===== config.mk =====
export PLATFORM = sky130hd
export DESIGN_NAME = i2c_slave_regfile
export DESIGN_NICKNAME = d
export VERILOG_FILES = /design/src/rtl/i2c_slave_regfile.sv
export SDC_FILE = /design/constraint.sdc
export NUM_CORES = 1
export LEC_CHECK = 0
export ABC_AREA = 1
export BUFFER_PORTS_ARGS = -buffer_cell sky130_fd_sc_hd__clkbuf_2
export CORE_MARGIN = 5
export CORE_UTILIZATION = 30
export CTS_BUF_LIST = sky130_fd_sc_hd__clkbuf_4 sky130_fd_sc_hd__clkbuf_8
export CTS_CLUSTER_DIAMETER = 100
export CTS_CLUSTER_SIZE = 30
export DETAILED_ROUTE_END_ITERATION = 6
export PLACE_DENSITY = 0.47
export REMOVE_ABC_BUFFERS = 1
export SETUP_SLACK_MARGIN = 0.2
export SLEW_MARGIN = 15
export SYNTH_ARGS = -nofsm -noshare
export SYNTH_HDL_FRONTEND = slang
export SYNTH_SLANG_ARGS = --single-unit

===== constraint.sdc =====
create_clock -name clk -period 2.6 [get_ports clk]
set_input_delay 0.52 -clock clk [delete_from_list [all_inputs] [get_ports clk]]
set_output_delay 0.52 -clock clk [all_outputs]
set_load 0.02 [all_outputs]

===== src/rtl/i2c_slave_regfile.sv =====
`timescale 1ns/1ps
// i2c_slave_regfile
// I2C slave that exposes NUM_REGS 8-bit control registers. It has a
// sub-address pointer, auto-increment, read-back and write strobes. SCL and
// SDA are oversampled on clk, so START and STOP detection uses no
// combinational path from the pins.
// Ports:
//   clk     system clock (at least 20x SCL)
//   rst     asynchronous active-high reset
//   scl_i   raw SCL pin level
//   sda_i   raw SDA pin level
//   sda_oe  1 = pull SDA low, 0 = release
//   regs_o  register contents; register k is bits [8k+7:8k]
//   wr_stb  one-cycle pulse after a data byte is committed
//   wr_idx  index of the committed register, valid with wr_stb
//   busy    high from an addressed START until STOP
module i2c_slave_regfile #(
  parameter logic [6:0]  I2C_ADR  = 7'h27,
  parameter int unsigned NUM_REGS = 4,
  parameter int unsigned FILT     = 3,
  localparam int unsigned IDX_W   = (NUM_REGS > 1) ? $clog2(NUM_REGS) : 1
) (
  input  logic                  clk,
  input  logic                  rst,
  input  logic                  scl_i,
  input  logic                  sda_i,
  output logic                  sda_oe,
  output logic [8*NUM_REGS-1:0] regs_o,
  output logic                  wr_stb,
  output logic [IDX_W-1:0]      wr_idx,
  output logic                  busy
);

  localparam int unsigned CNT_W = 4;
  localparam logic [CNT_W-1:0] FILT_LAST = CNT_W'(FILT - 1);
  localparam logic [IDX_W-1:0] IDX_LAST  = IDX_W'(NUM_REGS - 1);

  typedef enum logic [3:0] {
    IDLE, ADDR, ADDR_ACK, SUB, SUB_ACK,
    WDATA, WDATA_ACK, RDATA, RDATA_ACK, IGNORE
  } state_t;

  // Bit 0 carries SCL and bit 1 carries SDA throughout the conditioning path.
  logic [1:0]       sync1, sync2, clean, clean_d;
  logic [CNT_W-1:0] fcnt [2];

  // Two-flop synchroniser, then a filter that adopts a new level only after
  // FILT consecutive samples disagree with the current clean level.
  always_ff @(posedge clk or posedge rst) begin
    if (rst) begin
      sync1   <= 2'b11;
      sync2   <= 2'b11;
      clean   <= 2'b11;
      clean_d <= 2'b11;
      fcnt[0] <= '0;
      fcnt[1] <= '0;
    end else begin
      sync1   <= {sda_i, scl_i};
      sync2   <= sync1;
      clean_d <= clean;
      for (int i = 0; i < 2; i++) begin
        if (sync2[i] == clean[i]) begin
          fcnt[i] <= '0;
        end else if (fcnt[i] == FILT_LAST) begin
          clean[i] <= sync2[i];
          fcnt[i]  <= '0;
        end else begin
          fcnt[i] <= fcnt[i] + CNT_W'(1);
        end
      end
    end
  end

  // Bus events derived from the registered clean levels.
  logic scl_rise_c, scl_fall_c, start_c, stop_c, sda_c;
  assign sda_c      = clean[1];
  assign scl_rise_c = clean[0] & ~clean_d[0];
  assign scl_fall_c = ~clean[0] & clean_d[0];
  assign start_c    = clean[0] & clean_d[0] & clean_d[1] & ~clean[1];
  assign stop_c     = clean[0] & clean_d[0] & ~clean_d[1] & clean[1];

  state_t           state;
  logic [7:0]       sr;
  logic [3:0]       bit_cnt;
  logic             rw;
  logic             mack;
  logic [IDX_W-1:0] ptr;
  logic [7:0]       regs [NUM_REGS];

  // Explicit wrap compare; NUM_REGS need not be a power of two.
  logic [IDX_W-1:0] ptr_inc_c;
  assign ptr_inc_c = (ptr == IDX_LAST) ? '0 : ptr + IDX_W'(1);

  // Protocol FSM. SDA is sampled on scl_rise, and sda_oe is updated on scl_fall.
  always_ff @(posedge clk or posedge rst) begin
    if (rst) begin
      state   <= IDLE;
      sr      <= '0;
      bit_cnt <= '0;
      rw      <= 1'b0;
      mack    <= 1'b0;
      ptr     <= '0;
      sda_oe  <= 1'b0;
      wr_stb  <= 1'b0;
      wr_idx  <= '0;
      busy    <= 1'b0;
      for (int k = 0; k < NUM_REGS; k++) regs[k] <= '0;
    end else begin
      wr_stb <= 1'b0;
      if (state == ADDR_ACK) busy <= 1'b1;

      if (stop_c) begin
        state  <= IDLE;
        sda_oe <= 1'b0;
        busy   <= 1'b0;
      end else if (start_c) begin
        state   <= ADDR;
        bit_cnt <= '0;
        sda_oe  <= 1'b0;
      end else begin
        case (state)
          ADDR, SUB, WDATA: begin
            if (scl_rise_c) begin
              sr      <= {sr[6:0], sda_c};
              bit_cnt <= bit_cnt + 4'd1;
            end else if (scl_fall_c && bit_cnt == 4'd8) begin
              bit_cnt <= '0;
              case (state)
                ADDR: begin
                  if (sr[7:1] == I2C_ADR) begin
                    rw     <= sr[0];
                    sda_oe <= 1'b1;
                    state  <= ADDR_ACK;
                  end else begin
                    state <= IGNORE;
                  end
                end
                SUB: begin
                  // The full 8-bit sub-address is compared so out-of-range values are refused.
                  if ({1'b0, sr} < 9'(NUM_REGS)) begin
                    ptr    <= IDX_W'(sr);
                    sda_oe <= 1'b1;
                    state  <= SUB_ACK;
                  end else begin
                    state <= IGNORE;
                  end
                end
                default: begin
                  sda_oe <= 1'b1;
                  state  <= WDATA_ACK;
                end
              endcase
            end
          end

          ADDR_ACK: begin
            if (scl_fall_c) begin
              if (rw) begin
                sr     <= regs[ptr];
                sda_oe <= ~regs[ptr][7];
                state  <= RDATA;
              end else begin
                sda_oe <= 1'b0;
                state  <= SUB;
              end
            end
          end

          SUB_ACK: begin
            if (scl_fall_c) begin
              sda_oe <= 1'b0;
              state  <= WDATA;
            end
          end

          WDATA_ACK: begin
            if (scl_fall_c) begin
              regs[ptr] <= sr;
              wr_stb    <= 1'b1;
              wr_idx    <= ptr;
              ptr       <= ptr_inc_c;
              sda_oe    <= 1'b0;
              state     <= WDATA;
            end
          end

          RDATA: begin
            if (scl_rise_c) begin
              bit_cnt <= bit_cnt + 4'd1;
            end else if (scl_fall_c) begin
              if (bit_cnt == 4'd8) begin
                bit_cnt <= '0;
                sda_oe  <= 1'b0;
                state   <= RDATA_ACK;
              end else begin
                sr     <= {sr[6:0], 1'b0};
                sda_oe <= ~sr[6];
              end
            end
          end

          RDATA_ACK: begin
            if (scl_rise_c) begin
              mack <= ~sda_c;
            end else if (scl_fall_c) begin
              // The pointer advances whether the master sends ACK or NACK.
              ptr <= ptr_inc_c;
              if (mack) begin
                sr     <= regs[ptr_inc_c];
                sda_oe <= ~regs[ptr_inc_c][7];
                state  <= RDATA;
              end else begin
                state <= IGNORE;
              end
            end
          end

          IGNORE: sda_oe <= 1'b0;

          default: ;
        endcase
      end
    end
  end

  for (genvar k = 0; k < NUM_REGS; k++) begin : g_regs_o
    assign regs_o[8*k +: 8] = regs[k];
  end

endmodule


== Word level (Yosys, flattened, before mapping) ==
Cells that the tools add are included.

* Divide/modulo/power cells: 0
* Magnitude comparators: 4
* Shift-type cells: 0
* Reduce and logical (&&, ||, !) cells: 20
* Add/sub/neg operators: 4
* Multiplexer cells: 78
* $mul: 0
* Bitwise logic cells: 21
* Eq/ne operators: 44

{| class="wikitable"
|+ Operators by type and width
! kind !! number
|-
| $mux 8 || 14
|-
| $mux 4 || 24
|-
| $ne 4x4->1 const B || 12
|-
| $bmux 8 s2 || 2
|-
| $bwmux 32 || 1
|-
| $pmux 8 s4 || 1
|-
| $ne 2x2->1 const B || 13
|-
| $reduce_and 12->1 || 2
|-
| $mux 1 || 21
|-
| $pmux 4 s5 || 1
|-
| $demux 8 s2 || 1
|-
| $eq 4x2->1 const B || 4
|-
| $eq 4x3->1 const B || 4
|-
| $pmux 4 s2 || 2
|-
| $mux 2 || 7
|-
| $add 4x1->4 const B || 3
|-
| $eq 4x4->1 const B || 3
|-
| $not 1->1 || 12
|-
| $ne 5x5->1 const B || 2
|-
| $reduce_and 10->1 || 1
|-
| $lt 8x3->1 const B || 1
|-
| $reduce_and 4->1 || 2
|-
| $reduce_and 8->1 || 1
|-
| $reduce_bool 8->1 || 1
|-
| other kinds (24) || 36
|}

* Output and inout port bits: 37
* Bits in writable memories: 0
* Memories kept: 0
* Bits of input ports: 4
* Bits in latches: 0
* Bits in read-only memories: 0
* Word-level logic and storage cells: 192
* Register bits after elaboration: 73

== Logic depth before layout (Yosys ltp) ==
Gate-level depths: netlist (run 1).

* Depth after elaboration: 13
* Mapped depth: 12
* Mapped depth without buffers: 12

== Worst setup path before layout (run 1) ==
OpenSTA, ideal clock, no wires.

* Path type: reg-to-reg
* From: register ptr[0]
* To: register sr[3]
* Cell stages (with the launch flop): 11
* Arrival: 1.969 ns
* Slack: 0.514 ns
* Required time: 2.483 ns
* Period minus slack after synthesis: 2.086 ns
* Path buffers: 3
* Library setup time: 0.117 ns
* Cell sequence: dfrtp_1 -> clkinv_1 -> buf_2 -> ha_1 -> clkbuf_1 -> clkbuf_1 -> nand3_1 -> nand2_1 -> o211ai_1 -> nand3_1 -> nand2_1

* Cells in the longest elaborated chain, start to end: 10
* Elaborated cells on any way between the ends: 17
* Classes of those cells: 1 x add/sub; 1 x eq/ne; 13 x mux; 2 x bitwise

{| class="wikitable"
|+ RTL lines
! item !! line !! RTL
|-
| from (decl) || 87 || <nowiki>logic [IDX_W-1:0] ptr;</nowiki>
|-
| from (signal assigned) || 141 || <nowiki>ptr <= IDX_W'(sr);</nowiki>
|-
| from (signal assigned) || 181 || <nowiki>ptr <= ptr_inc_c;</nowiki>
|-
| from (signal assigned) || 207 || <nowiki>ptr <= ptr_inc_c;</nowiki>
|-
| $add 2x1->2 or $eq 2x2->1 (tied branches) || 92 || <nowiki>assign ptr_inc_c = (ptr == IDX_LAST) ? '0 : ptr + IDX_W'(1);</nowiki>
|-
| $mux 2 || 92 ||
|-
| $not 2->3 (implied by the code) || 209 || <nowiki>sr <= regs[ptr_inc_c];</nowiki>
|-
| $bmux 8 s2 || 209 ||
|-
| $mux 8 (implied by the code) (2 in a row) || 209 ||
|-
| $mux 8 || 208 || <nowiki>if (mack) begin</nowiki>
|-
| $mux 8 || 205 || <nowiki>end else if (scl_fall_c) begin</nowiki>
|-
| $mux 8 || 203 || <nowiki>if (scl_rise_c) begin</nowiki>
|-
| $pmux 8 s4 * || 121 || <nowiki>case (state)</nowiki>
|-
| to (signal assigned) || 124 || <nowiki>sr <= {sr[6:0], sda_c};</nowiki>
|-
| to (signal assigned) || 196 || <nowiki>sr <= {sr[6:0], 1'b0};</nowiki>
|-
| to (signal assigned) || 209 ||
|-
| to (decl) || 83 || <nowiki>logic [7:0] sr;</nowiki>
|}

Every way passes the cells marked *; elsewhere a longest branch is shown, timed or not. The select of a mux whose other input is x is not followed.
A chain may end at the register's enable or synchronous reset.

== Final worst setup path (run 1) ==
* From: register clean_d[0]
* To: register sr[1]

* Cells in the longest elaborated chain, start to end: 5
* Elaborated cells on any way between the ends: 17
* Classes of those cells: 6 x eq/ne; 10 x bitwise; 1 x reduce/logical

{| class="wikitable"
|+ RTL lines
! item !! line !! RTL
|-
| from (decl) || 44 || <nowiki>logic [1:0] sync1, sync2, clean, clean_d;</nowiki>
|-
| from (signal assigned) || 60 || <nowiki>clean_d <= clean;</nowiki>
|-
| $and 1x1->1 || 79, 80 ||
|-
| $and 1x1->1 (on tied branches) (2 in a row) || 80, 79 ||
|-
| $not 1->1 (no source line) || - ||
|-
| $reduce_and 12->1 (no source line) * || - ||
|-
| to (signal assigned) || 124 ||
|-
| to (signal assigned) || 159 || <nowiki>sr <= regs[ptr];</nowiki>
|-
| to (signal assigned) || 196 ||
|}

Every way passes the cells marked *; elsewhere a longest branch is shown, timed or not.

==> results of run 1 <==
==> metal layers <==
layer  wire length [um]  part of all wire
met1               5980              0.50
met2               5220              0.44
met3                502             0.042
met4                261             0.022
met5                  0                 0
==> final cells by class <==
type,instances,area share
sequential,73,0.367
tap,184,0.0459
inverter,54,0.0417
clock inverter,2,0.00250
multi-input combinational,455,0.456
clock buffer,14,0.0347
timing repair buffer,47,0.0529
==> sequential cells by signal, summed over array words and instances, names as in the netlist <==
signal and flops:
sync2 2, sda_oe 1, busy 1, wr_idx 2, bit_cnt 4, sync1 2, state 4, rw 1
clean 2, clean_d 2, sr 8, mack 1, regs_o 32, ptr 2, wr_stb 1, fcnt 8
==> worst max-delay path, stage by stage, from the launching register on <==
cell      delay [ns]
dfstp_2         0.55
inv_1           0.04
ha_1            0.26
inv_1           0.24
nand2_1         0.11
nand2_1         0.10
o211ai_2        0.15
nor2_8          0.24
nand2_4         0.12
nand2_1         0.08
nand2_1         0.05
==> metrics by stage <==
stage,hold WS (ns),instances,util
6_report,0.195,829,0.345
5_1_grt,0.215,829,0.345
4_1_cts,0.210,829,0.345
3_5_place_dp,0.349,813,0.332
3_3_place_gp,0.346,813,0.332
2_1_floorplan,0.345,582,-
==> kinds of logic (layout without fill, tap and decap cells) <==
group | Yosys count | count (layout) | share of synthesized area
AOI/OAI and AO/OA | 91 | 91 | 0.124
xor gates and xnor gates | 6 | 6 | 0.0118
adders and majority gates | 11 | 11 | 0.0310
buffers and inverters | 70 | 117 | 0.0724
DFF | 73 | 73 | 0.414
and+or+nand+nor | 347 | 347 | 0.347
==> worst max path at each step <==
| stage | endpoint | slack (ns) | cells after the start |
|---|---|---|---|
| after floorplan | sr[0] | 0.05 | 10 |
| after global placement | sr[3] | 0.60 | 10 |
| after detailed placement | sda_oe | 0.56 | 9 |
| after CTS | sda_oe | 0.54 | 9 |
| after global routing | sr[7] | 0.30 | 9 |
| final | sr[1] | 0.54 | 10 |
==> power breakdown <==
part	internal (uW)	leakage [uW]	switching [uW]	total, uW
combinational	900	0.00139	1960	2860
sequential	1400	0.000970	271	1670
clock	430	0.0000969	443	873
==> cells in the mapped netlist (all sizes together) (3+ instances only) <==
| master | instances |
|---|---|
| xor2 | 4 |
| buf | 11 |
| a21oi | 16 |
| o211ai | 8 |
| nand3 | 60 |
| clkbuf | 5 |
| dfstp | 8 |
| nand4 | 3 |
| nor2 | 67 |
| ha | 11 |
| nand2 | 212 |
| dfrtp | 65 |
| inv | 53 |
| o21ai | 63 |
==> flow_metrics.env, run 1 <==
export IMPL_status="completed"
export IMPL_num_fill_cells=1602
export IMPL_reg2reg_slack_ns=0.54
export IMPL_cts_buffers=9
export IMPL_critPathLaunchType="flip-flop"
export IMPL_finalSetupViolCount=0
export IMPL_antenna_cells=0
export IMPL_htree_levels=3
export IMPL_rsz0062_at_grt="false"
export IMPL_dp_hpwl_mm=8.55
export IMPL_drc=0
export IMPL_hp_class="input port to asynchronous set/reset pin"
export IMPL_setup_tns_ns=0
export IMPL_crit_type="flip-flop to flip-flop"
export IMPL_antenna_found_initial=0
export IMPL_gp_congestion=0.855
export IMPL_initial_core_util=0.306
export IMPL_syn_inst=598
export IMPL_drive_gt1_frac=0.189
export IMPL_final_max_slew_viol_count=0
export IMPL_cts_tree="yes"
export IMPL_place_ws_ns=0.559
export IMPL_cp_data_required_time_ns=2.85
export IMPL_skew_ns=0.00941
export IMPL_ys_ff_latch=73
export IMPL_startpoint="clean_d[0]"
export IMPL_fmax_mhz=486
export IMPL_overflow=0
export IMPL_cp_max_fo=9
export IMPL_grt_util_met1=0.207
export IMPL_grtUsageMet2=0.207
export IMPL_busiest_layer="met2"
export IMPL_final_cell_mix="nand2_1, dfrtp_1, nand3_1"
export IMPL_relSlewSlack=0.552
export IMPL_synthFlopType="dfrtp_1"
export IMPL_firstDrtPassIters=5
export IMPL_drt_initial_drc_count=260
export IMPL_multi_input_area_sq_um=2280
export IMPL_worstSkewPairLatency_ns=0.36
export IMPL_wl_mm=12.0
export IMPL_reg2reg_from="clean_d[0]"
export IMPL_reg2reg_depth=10
export IMPL_hold_buffers=0
export IMPL_port_buffers=40
export IMPL_synthTopCellsByArea="dfrtp_1, nand2_1, nand3_1"
export IMPL_tightest_slew_ns=0.671
export IMPL_path_clk_slew_ns=0.08
export IMPL_clockBufferDepth=2
export IMPL_routedWlPerCell_um=14.4
export IMPL_yosysWarnings=0
export IMPL_row_count=44
export IMPL_r2r_end="sr[1]"
export IMPL_grt_usage=0.142
export IMPL_synth_cell_types=36
export IMPL_area_growth_pct=12.8
export IMPL_yosysTopAreaCell="dfrtp_1"
export IMPL_syn_avg_cell_area_sq_um=7.43
export IMPL_post_cts_buffers=0
export IMPL_period_needed_ns=2.06
export IMPL_cts_root_buf="clkbuf_8"
export IMPL_final_antenna_net_count=0
export IMPL_final_area_sq_um=5010
export IMPL_synth_area_sq_um=4440
export IMPL_hold_violations=0
export IMPL_final_common_cell="nand2_1"
export IMPL_vias=3969
export IMPL_pin_count=41
export IMPL_grt_max_degree=74
export IMPL_drv_cap=0
export IMPL_netlist_area_leader_share=0.366
export IMPL_async_reset_ff_frac=1.00
export IMPL_ys_seq_area_frac=0.414
export IMPL_dpl_cell_area_sq_um=4820
export IMPL_power_density_nw_per_um2=1080
export IMPL_cp_data_arrival_time_ns=2.31
export IMPL_power_uw=5400
export IMPL_end_kind="flip-flop"
export IMPL_grt_pass1_wl_mm=20.2
export IMPL_core_sq_um=14500
export IMPL_fp_dieW_um=132
export IMPL_vdd_ir_drop_max_mv=0.403
export IMPL_period_share=0.792
export IMPL_nets=655
export IMPL_final_seq_area_sq_um=1840
export IMPL_fp_dieH_um=132
export IMPL_grt_pass1_vias=3829
export IMPL_clock_sinks=73
export IMPL_cts_resized=0
export IMPL_grt_met3_usage=0.0245
export IMPL_vias_per_cell=4.79
export IMPL_p_leak_uw=0.00246
export IMPL_synth_edf_count=0
export IMPL_die_area_sq_um=17300
export IMPL_fin_ws_ns=0.542
No activity file was read; power rests on OpenSTA's default activity.
==> run 2, diff against run 1 <==
==> constraint.sdc (replaced) <==
create_clock -name clk -period 2 [get_ports clk]
set_input_delay 0.4 -clock clk [delete_from_list [all_inputs] [get_ports clk]]
set_output_delay 0.4 -clock clk [all_outputs]
set_load 0.02 [all_outputs]
==> run 2 against run 1 <==
Net effect:
- worst hold slack worse by 0.076 ns
- clock-buffer cell count down 2
- critical path depth up 1
- clock power up 47%
- die area unchanged
- core utilization up 4.0 points
- global-route usage up 0.32 points
- critical endpoint is now state[3]
- highest routed layer unchanged
==> flow_metrics.env, run 2 (synthesized netlist as in run 1, its figures left out) <==
export IMPL_firstDrtPassIters=5
export IMPL_startpoint="clean[0]"
export IMPL_largest_register_ff_count=32
export IMPL_pin_count=41
export IMPL_drc=0
export IMPL_routedWlPerCell_um=14.5
export IMPL_tightest_slew_ns=0.362
export IMPL_fp_dieW_um=132
export IMPL_fin_ws_ns=0.264
export IMPL_cp_data_required_time_ns=2.31
export IMPL_die_area_sq_um=17300
export IMPL_hold_slack_ns=0.119
export IMPL_dp_hpwl_mm=9.05
export IMPL_vias=4067
export IMPL_overflow=0
export IMPL_antenna_cells=0
export IMPL_htree_levels=3
export IMPL_nets=684
export IMPL_area_growth_pct=26.1
export IMPL_reg2reg_slack_ns=0.26
export IMPL_vias_per_cell=4.74
export IMPL_worstSkewPairLatency_ns=0.37
export IMPL_core_sq_um=14500
export IMPL_port_buffers=40
export IMPL_drive_gt1_frac=0.303
export IMPL_grt_pass1_vias=4047
export IMPL_place_ws_ns=0.0835
export IMPL_grt_max_degree=34
export IMPL_final_cell_mix="nand2_1, dfrtp_1, nand3_1"
export IMPL_crit_path_max_incr_delay_ns=0.61
export IMPL_cts_buffers=9
export IMPL_reg2reg_depth=11
export IMPL_row_count=44
export IMPL_finalSetupViolCount=0
export IMPL_relSlewSlack=0.757
export IMPL_drt_initial_drc_count=220
export IMPL_cp_depth=11
export IMPL_cts_tree="yes"
export IMPL_crit_type="flip-flop to flip-flop"
export IMPL_clock_sinks=73
export IMPL_cts_root_buf="clkbuf_8"
export IMPL_rsz0062_at_grt="true"
export IMPL_clockBufferDepth=2
export IMPL_num_fill_cells=1519
export IMPL_fp_dieH_um=132
export IMPL_crit_path_top_delay_cell="dfstp_2"
export IMPL_drv_cap=0
export IMPL_critPathLaunchType="flip-flop"
export IMPL_gp_congestion=0.834
export IMPL_hold_violations=0
export IMPL_r2r_end="state[3]"
export IMPL_wl_mm=12.4
export IMPL_initial_core_util=0.306
export IMPL_crit_chain="ha_4, nand2_4, nor2_4, nor2_4, nand3_2, nand2_2, nor2_4, nand2_4, inv_4, nand2_1, nand2_1"
export IMPL_cp_top_family="simple AND/OR/NAND/NOR gates"
export IMPL_final_common_cell="nand2_1"
export IMPL_antenna_found_initial=0
export IMPL_power_density_nw_per_um2=1470
export IMPL_cp_data_arrival_time_ns=2.04
export IMPL_crit_buf_inv=1
export IMPL_grt_pass1_wl_mm=20.9
export IMPL_cp_common_cell="nor2_4"
export IMPL_hp_class="input port to flip-flop"
export IMPL_final_antenna_net_count=0
export IMPL_status="completed"
export IMPL_critPathCapture="state[3]"
export IMPL_end_kind="flip-flop"
export IMPL_grt_usage=0.145
export IMPL_skew_ns=0.0156
export IMPL_reg2reg_from="clean[0]"
export IMPL_cp_max_fo=6
export IMPL_vdd_ir_drop_max_mv=0.731
export IMPL_fmax_mhz=576
export IMPL_period_needed_ns=1.74
export IMPL_period_share=0.868
export IMPL_final_max_slew_viol_count=0
export IMPL_p_leak_uw=0.00258
export IMPL_path_clk_slew_ns=0.09
-- run 2: final cells by class --
class,instances,area (sq um),area share
clock buffers,12,159,0.0284
clock inverters,4,51.3,0.00916
inverters,54,221,0.0396
multi-input cells,457,2620,0.468
flip-flops and latches,73,1840,0.329
well taps,184,230,0.0411
repair buffers,74,474,0.0847
-- run 2: per-stage QoR --
stage / total power, uW / util / setup TNS, ns / area [sq um] / std cells
floorplan: 4880 / - / -20.83 / 4330 / 582
global placement: 5950 / 0.337 / 0 / 4900 / 823
detailed placement: 5980 / 0.337 / 0 / 4900 / 823
CTS: 7500 / 0.359 / 0 / 5220 / 843
global route: 8950 / 0.385 / 0 / 5600 / 858
finish: 8250 / 0.385 / 0 / 5600 / 858
-- run 2: what timing repair did --
| action | CTS | global route |
|---|---|---|
| endpoints found under the hold margin | 15 | 0 |
| setup endpoints to repair | 48 | 51 |
| gates resized for setup | 17 | 70 |
| hold buffers | 1 | 0 |
| setup buffers | 2 | 14 |
| cloned | 1 | 1 |
| pin swaps | 3 | 18 |
-- run 2: routing by layer --
metal	part of all wire	vias up	GRT usage
li1	-	2088	-
met1	0.50	1904	0.208
met2	0.45	66	0.225
met3	0.035	9	0.0264
met4	0.012	0	0.0411
met5	0	-	0
-- run 2: worst min-delay path by stage --
stage,startpoint,cells past startpoint,endpoint
floorplan,sync1[0],0,sync2[0]
global placement,rst,2,regs_o[19]
detailed placement,sync1[0],0,sync2[0]
CTS,sda_i,1,sync1[1]
global route,sda_i,1,sync1[1]
finish,sda_i,1,sync1[1]
-- run 2: report_power, final --
part	switching [uW]	internal (uW)
Sequential	393	1830
Combinational	3020	1730
Clock	620	660
